**src/rtl/video_oam_dma.sv**
```systemverilog
// video_oam_dma -- sprite DMA bus initiator.
//
// A CPU write to the DMA page register starts a copy of P_count bytes from
// CPU page {page, 00}..{page, P_count-1} into the PPU OAMDATA port. The block
// stalls the CPU through O_cpu_rdy, takes the bus and alternates read and
// write bus cycles. Every state change happens on a clock where I_tick=1, so
// each output value lasts for exactly one CPU bus cycle.
//
// Ports:
//   I_clock, I_reset       clock, synchronous active-high reset
//   I_tick                 one-clock strobe at the end of each CPU bus cycle
//   I_reg_wren, I_reg_data CPU write to the DMA page register and its page
//   I_cpu_read             CPU is doing a read cycle (RDY only stalls reads)
//   O_cpu_rdy              0 stalls the CPU
//   O_busy                 transfer in progress
//   O_bus_req              DMA owns the bus
//   O_bus_addr             DMA bus address
//   O_bus_rden, O_bus_wren DMA read / write cycle
//   I_bus_data             read data from the bus
//   O_bus_data             write data for the bus
module video_oam_dma #(
  parameter logic [15:0] P_oam_port = 16'h2004,
  parameter int          P_count    = 256
) (
  input  logic        I_clock,
  input  logic        I_reset,
  input  logic        I_tick,
  input  logic        I_reg_wren,
  input  logic [7:0]  I_reg_data,
  input  logic        I_cpu_read,
  output logic        O_cpu_rdy,
  output logic        O_busy,
  output logic        O_bus_req,
  output logic [15:0] O_bus_addr,
  output logic        O_bus_rden,
  output logic        O_bus_wren,
  input  logic [7:0]  I_bus_data,
  output logic [7:0]  O_bus_data
);

  typedef enum logic [2:0] {
    ST_IDLE,
    ST_HALT,
    ST_ALIGN,
    ST_READ,
    ST_WRITE
  } state_t;

  localparam logic [7:0] LAST_IDX = 8'(P_count - 1);

  state_t      state_reg, state_next;
  logic [7:0]  page_reg, page_next;
  logic [7:0]  idx_reg, idx_next;
  logic [7:0]  data_reg, data_next;
  logic        parity_reg, parity_next;

  logic        cpu_rdy_reg, cpu_rdy_next;
  logic        busy_reg, busy_next;
  logic        bus_req_reg, bus_req_next;
  logic [15:0] bus_addr_reg, bus_addr_next;
  logic        bus_rden_reg, bus_rden_next;
  logic        bus_wren_reg, bus_wren_next;
  logic [7:0]  bus_data_reg, bus_data_next;

  // Next-state logic. Nothing moves unless I_tick is high.
  always_comb begin
    state_next  = state_reg;
    page_next   = page_reg;
    idx_next    = idx_reg;
    data_next   = data_reg;
    parity_next = parity_reg;

    if (I_tick) begin
      parity_next = ~parity_reg;
      unique case (state_reg)
        ST_IDLE: begin
          if (I_reg_wren) begin
            page_next  = I_reg_data;
            idx_next   = 8'd0;
            state_next = ST_HALT;
          end
        end
        ST_HALT: begin
          // The CPU is only really stopped once it hits a read cycle. Reads
          // must land on get cycles (parity 0); the coming cycle has parity
          // ~parity_reg, so an extra ALIGN cycle is needed when that is 1.
          if (I_cpu_read) begin
            state_next = parity_reg ? ST_READ : ST_ALIGN;
          end
        end
        ST_ALIGN: begin
          state_next = ST_READ;
        end
        ST_READ: begin
          data_next  = I_bus_data;
          state_next = ST_WRITE;
        end
        ST_WRITE: begin
          idx_next   = 8'(idx_reg + 8'd1);
          state_next = (idx_reg == LAST_IDX) ? ST_IDLE : ST_READ;
        end
        default: begin
          state_next = ST_IDLE;
        end
      endcase
    end
  end

  // Registered outputs are a pure function of the upcoming state, so they
  // change together with the state and stay put for the whole bus cycle.
  always_comb begin
    cpu_rdy_next  = (state_next == ST_IDLE);
    busy_next     = (state_next != ST_IDLE);
    bus_req_next  = (state_next == ST_ALIGN) || (state_next == ST_READ) ||
                    (state_next == ST_WRITE);
    bus_rden_next = (state_next == ST_READ);
    bus_wren_next = (state_next == ST_WRITE);
    bus_addr_next = 16'h0000;
    bus_data_next = 8'h00;
    if (state_next == ST_READ) begin
      // Read address stays inside the latched page; idx wraps at 8 bits.
      bus_addr_next = {page_next, idx_next};
    end else if (state_next == ST_WRITE) begin
      bus_addr_next = P_oam_port;
      bus_data_next = data_next;
    end
  end

  always_ff @(posedge I_clock) begin
    if (I_reset) begin
      state_reg    <= ST_IDLE;
      page_reg     <= 8'd0;
      idx_reg      <= 8'd0;
      data_reg     <= 8'd0;
      parity_reg   <= 1'b0;
      cpu_rdy_reg  <= 1'b1;
      busy_reg     <= 1'b0;
      bus_req_reg  <= 1'b0;
      bus_addr_reg <= 16'h0000;
      bus_rden_reg <= 1'b0;
      bus_wren_reg <= 1'b0;
      bus_data_reg <= 8'h00;
    end else begin
      state_reg    <= state_next;
      page_reg     <= page_next;
      idx_reg      <= idx_next;
      data_reg     <= data_next;
      parity_reg   <= parity_next;
      cpu_rdy_reg  <= cpu_rdy_next;
      busy_reg     <= busy_next;
      bus_req_reg  <= bus_req_next;
      bus_addr_reg <= bus_addr_next;
      bus_rden_reg <= bus_rden_next;
      bus_wren_reg <= bus_wren_next;
      bus_data_reg <= bus_data_next;
    end
  end

  assign O_cpu_rdy  = cpu_rdy_reg;
  assign O_busy     = busy_reg;
  assign O_bus_req  = bus_req_reg;
  assign O_bus_addr = bus_addr_reg;
  assign O_bus_rden = bus_rden_reg;
  assign O_bus_wren = bus_wren_reg;
  assign O_bus_data = bus_data_reg;

endmodule

```
**config.mk**
```make
export PLATFORM = sky130hd
export DESIGN_NAME = video_oam_dma
export DESIGN_NICKNAME = d
export VERILOG_FILES = /design/src/rtl/video_oam_dma.sv
export SDC_FILE = /design/constraint.sdc
export NUM_CORES = 1
export LEC_CHECK = 0
export BUFFER_PORTS_ARGS = -buffer_cell sky130_fd_sc_hd__buf_4
export CAP_MARGIN = 5
export CORE_ASPECT_RATIO = 0.7
export CORE_MARGIN = 4
export CORE_UTILIZATION = 23
export DETAILED_ROUTE_END_ITERATION = 10
export PLACE_DENSITY = 0.44
export SYNTH_ARGS = -nofsm -noshare
export SYNTH_HDL_FRONTEND = slang
export SYNTH_SLANG_ARGS = --single-unit
export TNS_END_PERCENT = 1
```
**constraint.sdc**
```tcl
create_clock -name I_clock -period 2.68 [get_ports I_clock]
set_clock_uncertainty 0.1 [all_clocks]
set_input_delay 0.268 -clock I_clock [delete_from_list [all_inputs] [get_ports I_clock]]
set_output_delay 0.268 -clock I_clock [all_outputs]
set_load 0.005 [all_outputs]
```
==> key figures, run 1 <==
Global routing
  • Pin count of the biggest net entering global routing: 49
  • Global-route wire length before repair: 9.60 mm
  • Vias in the first global route: 1800
  • Initial antenna violation count: 0
  • GR Overflow Total: 0
  • GRT Total Usage: 10.6%

Drt
  • Remaining DRCs: 0
  • Vias per cell: 4.55
  • Final ANT Viol Nets: 0
  • WL final: 5.65 mm
  • DR WL/cell: 14.1 um
  • DRT Pass-1 Iters: 4
  • Vias: 1829
  • Initial drt markers: 162

Critical path
  • CP Launch Type: register
  • CP max FO: 19
  • Setup CP Type: reg -> reg
  • Crit end category: register
  • Arr. time, crit path: 2410 ps
  • Critical Path RT: 2800 ps
  • Worst R2R Start: state_reg[2]$_SDFF_PP0_
  • Start point of the critical path: state_reg[2]$_SDFF_PP0_

Floorplan
  • Die width: 126 um
  • Die Ht: 90.4 um
  • Initial Util: 24.1%
  • DIE AREA: 11400 um2
  • Rows: 29
  • Io pins: 50
  • Core area: 9250 um2

Power and ir drop
  • Power Density: 675 nW/um2
  • VDD IR max: 0.000225 V
  • Pleak: 1.19 nW
  • Final Power: 2.00 mW

Placement
  • IO buf count: 49
  • Gpl congestion: 0.767
  • DP Area: 2700 um2
  • Post-DP HPWL: 3.82 mm
  • Dpl ws: 397 ps

STA
  • Slew Limit Fails: 0
  • Endpoints failing setup: 0
  • Worst Tran Pin Value: 1010 ps
  • FMAX: 436 MHz
  • Crit path time final: 2290 ps
  • Final worst-path cycle share: 85.5%
  • RSZ-0062 raised after global routing: false
  • WHS: 96.2 ps
  • Final setup TNS: 0 ps
  • Hold Vio Cnt, Final: 0
  • Worst Slack Setup Final: 389 ps
  • Slew margin rel.: 32.9%

CTS
  • Post-CTS Resized: 0
  • Clock root cell: clkbuf_16
  • Clk sinks: 57
  • CTS H-tree lvls: 3
  • CTS max path bufs: 2
  • Reg clk slew, reported paths: 50 ps
  • Later-pin clock latency in the skew report: 320 ps
  • Post-CTS setup buffer count: 0
  • CTS tree: yes
  • Clock buffer count from CTS: 9
  • Hold Buf Count CTS: 0

Logic synthesis
  • Mapped Nets: 249
  • Synth cell types: 52
  • Post-Synth Simple-Gate Area: 19.4%
  • Post-synth top area share: 51.1%
  • Prevailing post-synth register cell: dfxtp_1
  • Cell Area, Synth: 2230 um2
  • Avg Cell Area, Syn: 9.83 um2
  • Number of flops mapped to enable cells by yosys: 0
  • Post-synthesis sequential area ratio: 51.1%
  • FF+latch count, synth: 57
  • Largest family of logic cells by synthesized area: compound AO/OA/AOI/OAI gates
  • Top post-synthesis cells by area: dfxtp_1 51%, a21oi_1 4.0%, nor2_1 4.0%
  • Multiplexer area fraction after synthesis: 4.09%
  • Compound-cell area share of the yosys netlist: 20.0%
  • Fraction of registers with async set/reset: 0%
  • Yosys top cell by area: dfxtp_1
  • Adder-cell share of the synthesized area: 0.561%
  • Synth warn: 0
  • Post-synthesis cell count: 227
  • Xor/xnor cell area share of the yosys netlist: 0.392%

Cells and area
  • Share of cells above drive strength 1: 28.4%
  • Area growth syn-to-layout: 32.7%
  • Max reg flops: 16
  • Final net count: 296
  • Diodes inserted: 0
  • Finished Cell Area: 2960 um2

Min path
  • Worst hold path startpoint: I_bus_data[1]
  • Hold crit path type: in -> reg

Status
  • Outcome: finished clean

Flow run
  • Max Cap Viol: 0
==> placed cells by master (no fill, tap or decap), types with 2 or more instances in the layout <==
cell and instances:
a211oi_1 3, a211oi_2 2, a21boi_1 2, a21o_1 4, a21oi_1 18, a221oi_1 6
a221oi_2 2, a41oi_1 2, and2_1 2, and3_1 3, buf_4 53, clkbuf_1 2
clkbuf_16 9, clkinv_2 2, dfxtp_1 57, inv_1 3, mux2i_1 8, nand2_1 13
nand2b_1 5, nand3_1 11, nor2_1 24, nor2b_1 3, nor3b_1 4, nor4bb_1 2
o211ai_1 2, o21ai_0 6, or3b_1 3
==> Yosys cell counts, types with 4 or more instances <==
library cell	n
a21oi_1	18
nand2b_1	5
a221oi_1	6
buf_2	7
nand3_1	11
nor2_1	24
dfxtp_1	57
o21ai_0	6
nor3b_1	4
a21o_1	4
mux2i_1	8
nand2_1	13
clkbuf_1	7
==> area by class of cell <==
cell class	instances	area [um2]
clock buffers	12	246
clock inverters	3	17.5
fillers	972	6290
inverters	3	11.3
multi-input cells	150	992
flip-flops and latches	57	1140
well taps	124	155
repair buffers	53	398
==> worst max-delay path, cell delays in order (launching register included) <==
cell       delay, ps
dfxtp_1          660
or3b_1           400
a21oi_1          280
o2bb2ai_2        330
a2111oi_2        420
==> per-layer routing <==
layer  wire length (um)  global-route usage [%]  vias to the layer above
met5                  0                       0                        -
met4                 81                    4.02                        0
met1               2930                    15.1                      848
met2               2270                    13.8                       51
met3                369                    4.85                        7
li1                   -                       -                      923
==> path summary, 6_finish.rpt <==
kind,end,slack (ps),cells past startpoint
setup / recovery,O_bus_addr[6]$_SDFF_PP0_,390,4
hold / removal,O_bus_data[1]$_SDFF_PP0_,100,3
setup reg to reg,O_bus_addr[6]$_SDFF_PP0_,390,4
hold reg to reg,page_reg[2]$_SDFF_PP0_,360,2
==> power breakdown <==
| group | switching [mW] | internal, mW |
|---|---|---|
| clock network | 0.367 | 0.640 |
| logic | 0.0635 | 0.0532 |
| registers | 0.0118 | 0.864 |
| total | 0.442 | 1.56 |
==> per-stage QoR <==
stage / util (%) / std cells
3_5_place_dp: 29.2 / 387
6_report: 32.0 / 402
4_1_cts: 32.0 / 402
2_1_floorplan: - / 227
5_1_grt: 32.0 / 402
3_3_place_gp: 29.2 / 387
==> cell families after synthesis <==
logic type | count (synthesis)
and+or+nand+nor | 80
adders and majority gates | 1
DFF | 57
muxes | 9
buffers and inverters | 20
AOI/OAI and AO/OA | 59
xor gates and xnor gates | 1
No activity file was read; power rests on OpenSTA's default activity.
==> run 2: changes to the inputs <==
--- a/config.mk
+++ b/config.mk
@@ -11,7 +11,7 @@
 export CORE_MARGIN = 4
 export CORE_UTILIZATION = 23
 export DETAILED_ROUTE_END_ITERATION = 10
-export PLACE_DENSITY = 0.44
+export PLACE_DENSITY_LB_ADDON = 0.1
 export SYNTH_ARGS = -nofsm -noshare
 export SYNTH_HDL_FRONTEND = slang
 export SYNTH_SLANG_ARGS = --single-unit
==> key figures, run 2 (same netlist as run 1, synthesis figures left out) <==
Drt
  • DR WL/cell: 14.1 um
  • Remaining DRCs: 0
  • DRT Pass-1 Iters: 4
  • Final ANT Viol Nets: 0
  • Vias per cell: 4.50
  • WL final: 5.66 mm
  • Vias: 1808
  • Initial drt markers: 107

Cells and area
  • Most common cell after layout, fill and taps aside: dfxtp_1
  • Layout filler cell count: 954
  • Footprint of the multi-input gates: 992 um2
  • Reg area: 1140 um2
  • Diodes inserted: 0
  • Share of cells above drive strength 1: 28.4%
  • Max reg flops: 16
  • Area growth syn-to-layout: 34.8%
  • Most frequent cells in the layout: 57 x dfxtp_1, 53 x buf_4, 24 x nor2_1
  • Final net count: 296

Floorplan
  • Initial Util: 24.1%
  • Io pins: 50
  • Rows: 29
  • Die Ht: 90.4 um
  • DIE AREA: 11400 um2
  • Die width: 126 um
  • Core area: 9250 um2

STA
  • Endpoints failing setup: 0
  • FMAX: 429 MHz
  • RSZ-0062 raised after global routing: false
  • Worst Tran Pin Value: 1020 ps
  • Slew Limit Fails: 0
  • Crit path time final: 2330 ps
  • Hold Vio Cnt, Final: 0
  • Slew margin rel.: 31.9%
  • Final setup TNS: 0 ps
  • Final worst-path cycle share: 87.0%

CTS
  • Clock buffer count from CTS: 9
  • Clock root cell: clkbuf_16
  • Post-CTS setup buffer count: 0
  • CTS tree: yes
  • CTS H-tree lvls: 3
  • Reg clk slew, reported paths: 50 ps
  • Hold Buf Count CTS: 0
  • Clk sinks: 57
  • Later-pin clock latency in the skew report: 320 ps
  • Post-CTS Resized: 0
  • CTS max path bufs: 2

Global routing
  • GRT Total Usage: 10.5%
  • Pin count of the biggest net entering global routing: 49
  • Global-route wire length before repair: 9.34 mm
  • GR Overflow Total: 0
  • Initial antenna violation count: 0
  • Vias in the first global route: 1832

Power and ir drop
  • Pleak: 1.21 nW
  • Power Density: 725 nW/um2
  • VDD IR max: 0.000298 V
  • Final Power: 2.18 mW

Critical path
  • Worst R2R Start: state_reg[2]$_SDFF_PP0_
  • Setup CP Type: reg -> reg
  • Reg2Reg Setup Slack: 350 ps
  • CP max FO: 19
  • Arr. time, crit path: 2450 ps
  • Critical Path RT: 2800 ps
  • Crit end category: register
  • CP Launch Type: register
  • Start point of the critical path: state_reg[2]$_SDFF_PP0_

Placement
  • Gpl congestion: 0.750
  • IO buf count: 49
  • Post-DP HPWL: 3.77 mm

Min path
  • Hold crit path type: in -> reg
  • Worst hold path startpoint: I_bus_data[2]

Flow run
  • Max Cap Viol: 0

Status
  • Outcome: finished clean
==> run 2: cell types whose count changed in the layout (fill, tap and decap cells not counted), sizes merged <==
cell      previous run  this run
clkinv               2         1
bufinv               0         2
clkinvlp             1         0
==> run 2: worst paths after layout <==
check	to	cells past startpoint
worst max-delay path	O_bus_addr[6]$_SDFF_PP0_	4
worst min-delay path	O_bus_data[2]$_SDFF_PP0_	3
worst max register to register	O_bus_addr[6]$_SDFF_PP0_	4
worst min register to register	page_reg[2]$_SDFF_PP0_	2
==> run 2: per-stage QoR <==
stage	setup slack [ps]	instance area, um2	utilization, %	hold WS, ps	std cells
6_report	349	3010	32.5	97.0	402
3_3_place_gp	430	2700	29.2	352	387
5_1_grt	101	3010	32.5	99.9	402
4_1_cts	334	3010	32.5	85.6	402
2_1_floorplan	923	2230	-	331	227
3_5_place_dp	348	2700	29.2	359	387
==> run 2: where the power goes <==
| part | switching, mW | internal [mW] | leakage, nW |
|---|---|---|---|
| sequential | 0.0115 | 0.865 | 0.461 |
| combinational | 0.0638 | 0.0532 | 0.596 |
| clock | 0.359 | 0.830 | 0.153 |
| total | 0.434 | 1.75 | 1.21 |
==> run 2: final cells by class <==
class	count	area share [%]
Sequential cell	57	37.9
Multi-Input combinational cell	150	33.0
Timing Repair Buffer	53	13.2
Clock buffer	12	8.19
Tap cell	124	5.16
Clock inverter	3	2.16
Inverter	3	0.374
==> run 2: worst max-delay path: stages, from the launching register on <==
cell and delay [ps]:
dfxtp_1 630, or3b_1 390, a21oi_1 310, o2bb2ai_2 340, a2111oi_2 450
==> run 2: routing by layer <==
metal / global-route usage [%] / share of wire, %
met5: 0 / 0
met4: 4.55 / 1.9
met3: 5.67 / 7.6
met2: 14.5 / 40
met1: 13.6 / 51
==> run 3: changes to the inputs <==
--- a/config.mk
+++ b/config.mk
@@ -5,6 +5,7 @@
 export SDC_FILE = /design/constraint.sdc
 export NUM_CORES = 1
 export LEC_CHECK = 0
+export ABC_AREA = 1
 export BUFFER_PORTS_ARGS = -buffer_cell sky130_fd_sc_hd__buf_4
 export CAP_MARGIN = 5
 export CORE_ASPECT_RATIO = 0.7
==> key figures, run 3 <==
Global routing
  • Pin count of the biggest net entering global routing: 21
  • Initial antenna violation count: 0
  • GR Util met1: 13.1%
  • GRT Total Usage: 9.87%
  • Vias in the first global route: 1771
  • Met3 GRT Util: 5.45%
  • GR Overflow Total: 0
  • GR peak layer: met1
  • Met2 usage: 13.1%
  • Global-route wire length before repair: 8.71 mm

CTS
  • CTS tree: yes
  • CTS H-tree lvls: 3
  • Post-CTS setup buffer count: 0
  • Later-pin clock latency in the skew report: 320 ps
  • Clock root cell: clkbuf_16
  • Clock buffer count from CTS: 9
  • Hold Buf Count CTS: 0
  • Clk sinks: 57
  • CTS max path bufs: 2
  • Reg clk slew, reported paths: 50 ps
  • Post-CTS Resized: 0

Logic synthesis
  • Top post-synthesis cells by area: dfxtp_1 51%, nand2_1 6.3%, nor2_1 6.3%
  • Synth warn: 0
  • Mapped Nets: 282
  • Post-synthesis sequential area ratio: 51.5%
  • Post-synthesis cell count: 260
  • Fraction of registers with async set/reset: 0%
  • Synth cell count leaders: 57 x dfxtp_1, 37 x nand2_1, 37 x nor2_1
  • Prevailing post-synth register cell: dfxtp_1
  • Number of flops mapped to enable cells by yosys: 0
  • Cell Area, Synth: 2220 um2
  • Post-synth top area share: 51.5%
  • Avg Cell Area, Syn: 8.52 um2
  • Top-count cell post-synth: dfxtp_1
  • Synth cell types: 32
  • Yosys top cell by area: dfxtp_1
  • FF+latch count, synth: 57

STA
  • Worst Tran Pin Value: 450 ps
  • RSZ-0062 raised after global routing: false
  • Crit path time final: 1860 ps
  • Final setup TNS: 0 ps
  • Slew Limit Fails: 0
  • Hold Vio Cnt, Final: 0
  • FMAX: 537 MHz
  • Endpoints failing setup: 0
  • Final worst-path cycle share: 69.5%
  • Slew margin rel.: 69.9%
  • WHS: 103 ps

Placement
  • Post-DP HPWL: 3.60 mm
  • DP Area: 2690 um2
  • IO buf count: 49
  • Gpl congestion: 0.767

Power and ir drop
  • VDD IR max: 0.000279 V
  • Final Power: 2.15 mW
  • Pleak: 1.38 nW
  • Power Density: 719 nW/um2

Floorplan
  • Initial Util: 24.0%
  • Rows: 29
  • Io pins: 50
  • Core area: 9220 um2
  • DIE AREA: 11300 um2
  • Die width: 125 um
  • Die Ht: 90.1 um

Drt
  • DR WL/cell: 11.5 um
  • Vias per cell: 3.91
  • Vias: 1729
  • DRT Pass-1 Iters: 4
  • Final ANT Viol Nets: 0
  • Initial drt markers: 62
  • WL final: 5.07 mm
  • Remaining DRCs: 0

Status
  • Outcome: finished clean

Min path
  • Hold crit path type: in -> reg

Critical path
  • Setup CP Type: reg -> reg
  • Arr. time, crit path: 1970 ps
  • CP Launch Type: register
  • Crit end category: register
  • CP max FO: 11
  • Critical Path RT: 2790 ps

Cells and area
  • Final net count: 335
  • Finished Cell Area: 2980 um2
  • Diodes inserted: 0
  • Most common cell after layout, fill and taps aside: dfxtp_1
  • Most frequent cells in the layout: 57 x dfxtp_1, 50 x buf_4, 37 x nor2_1, 37 x nand2_1, 34 x inv_1
  • Share of cells above drive strength 1: 32.4%
  • Area growth syn-to-layout: 34.7%
  • Max reg flops: 16

Flow run
  • Max Cap Viol: 0
## run 3: where the power goes
part / internal [mW] / leakage, nW / total, mW / switching (mW)
Clock: 0.740 / 0.142 / 1.13 / 0.391
Combinational: 0.0564 / 0.780 / 0.138 / 0.0817
Sequential: 0.868 / 0.461 / 0.877 / 0.00864
## run 3: critical path, stage by stage, from the launching register on
cell     delay, ps
dfxtp_1        370
nor2_4         200
nand4_1        390
or2_2          420
o21ai_0         80
nor2_1          80
inv_1           60
nor2_1          40
## run 3: layout make-up
type / count / area, um2
inverters: 37 / 144
well taps: 124 / 155
fillers: 1028 / 6230
clock buffers: 11 / 243
multi-input cells: 158 / 871
repair buffers: 50 / 375
flip-flops and latches: 57 / 1140
clock inverters: 5 / 55.1
## run 3: per-layer routing
layer / routed length [um] / up-vias / share of wire [%]
met3: 353 / 7 / 7.0
met1: 2630 / 771 / 52
met4: 93 / 0 / 1.8
met5: 0 / - / 0
li1: - / 915 / -
met2: 1990 / 36 / 39
## run 3: path summary, 6_finish.rpt
path / cells past startpoint / start / end / slack (ps)
max reg2reg: 7 / state_reg[0]$_SDFF_PP0_ / O_bus_addr[10]$_SDFF_PP0_ / 820
max: 7 / state_reg[0]$_SDFF_PP0_ / O_bus_addr[10]$_SDFF_PP0_ / 820
min: 3 / I_bus_data[1] / data_reg[1]$_SDFF_PP0_ / 100
min reg2reg: 2 / data_reg[0]$_SDFF_PP0_ / data_reg[0]$_SDFF_PP0_ / 390
## run 3: logic make-up after synthesis
logic type / Yosys count / synth area share [%]
AO/OA/AOI/OAI: 21 / 5.36
multiplexers: 8 / 3.61
flip-flops: 57 / 51.5
XOR/XNOR: 1 / 0.395
adder cells (fa/ha/maj): 1 / 0.565
buffers and inverters: 45 / 9.20
AND/OR/NAND/NOR: 127 / 29.4
## run 3: metrics by stage
step	setup slack, ps	cells	util [%]
4_1_cts	787	442	32.4
2_1_floorplan	1110	260	-
3_3_place_gp	781	426	29.1
5_1_grt	548	442	32.4
6_report	818	442	32.4
3_5_place_dp	800	426	29.1
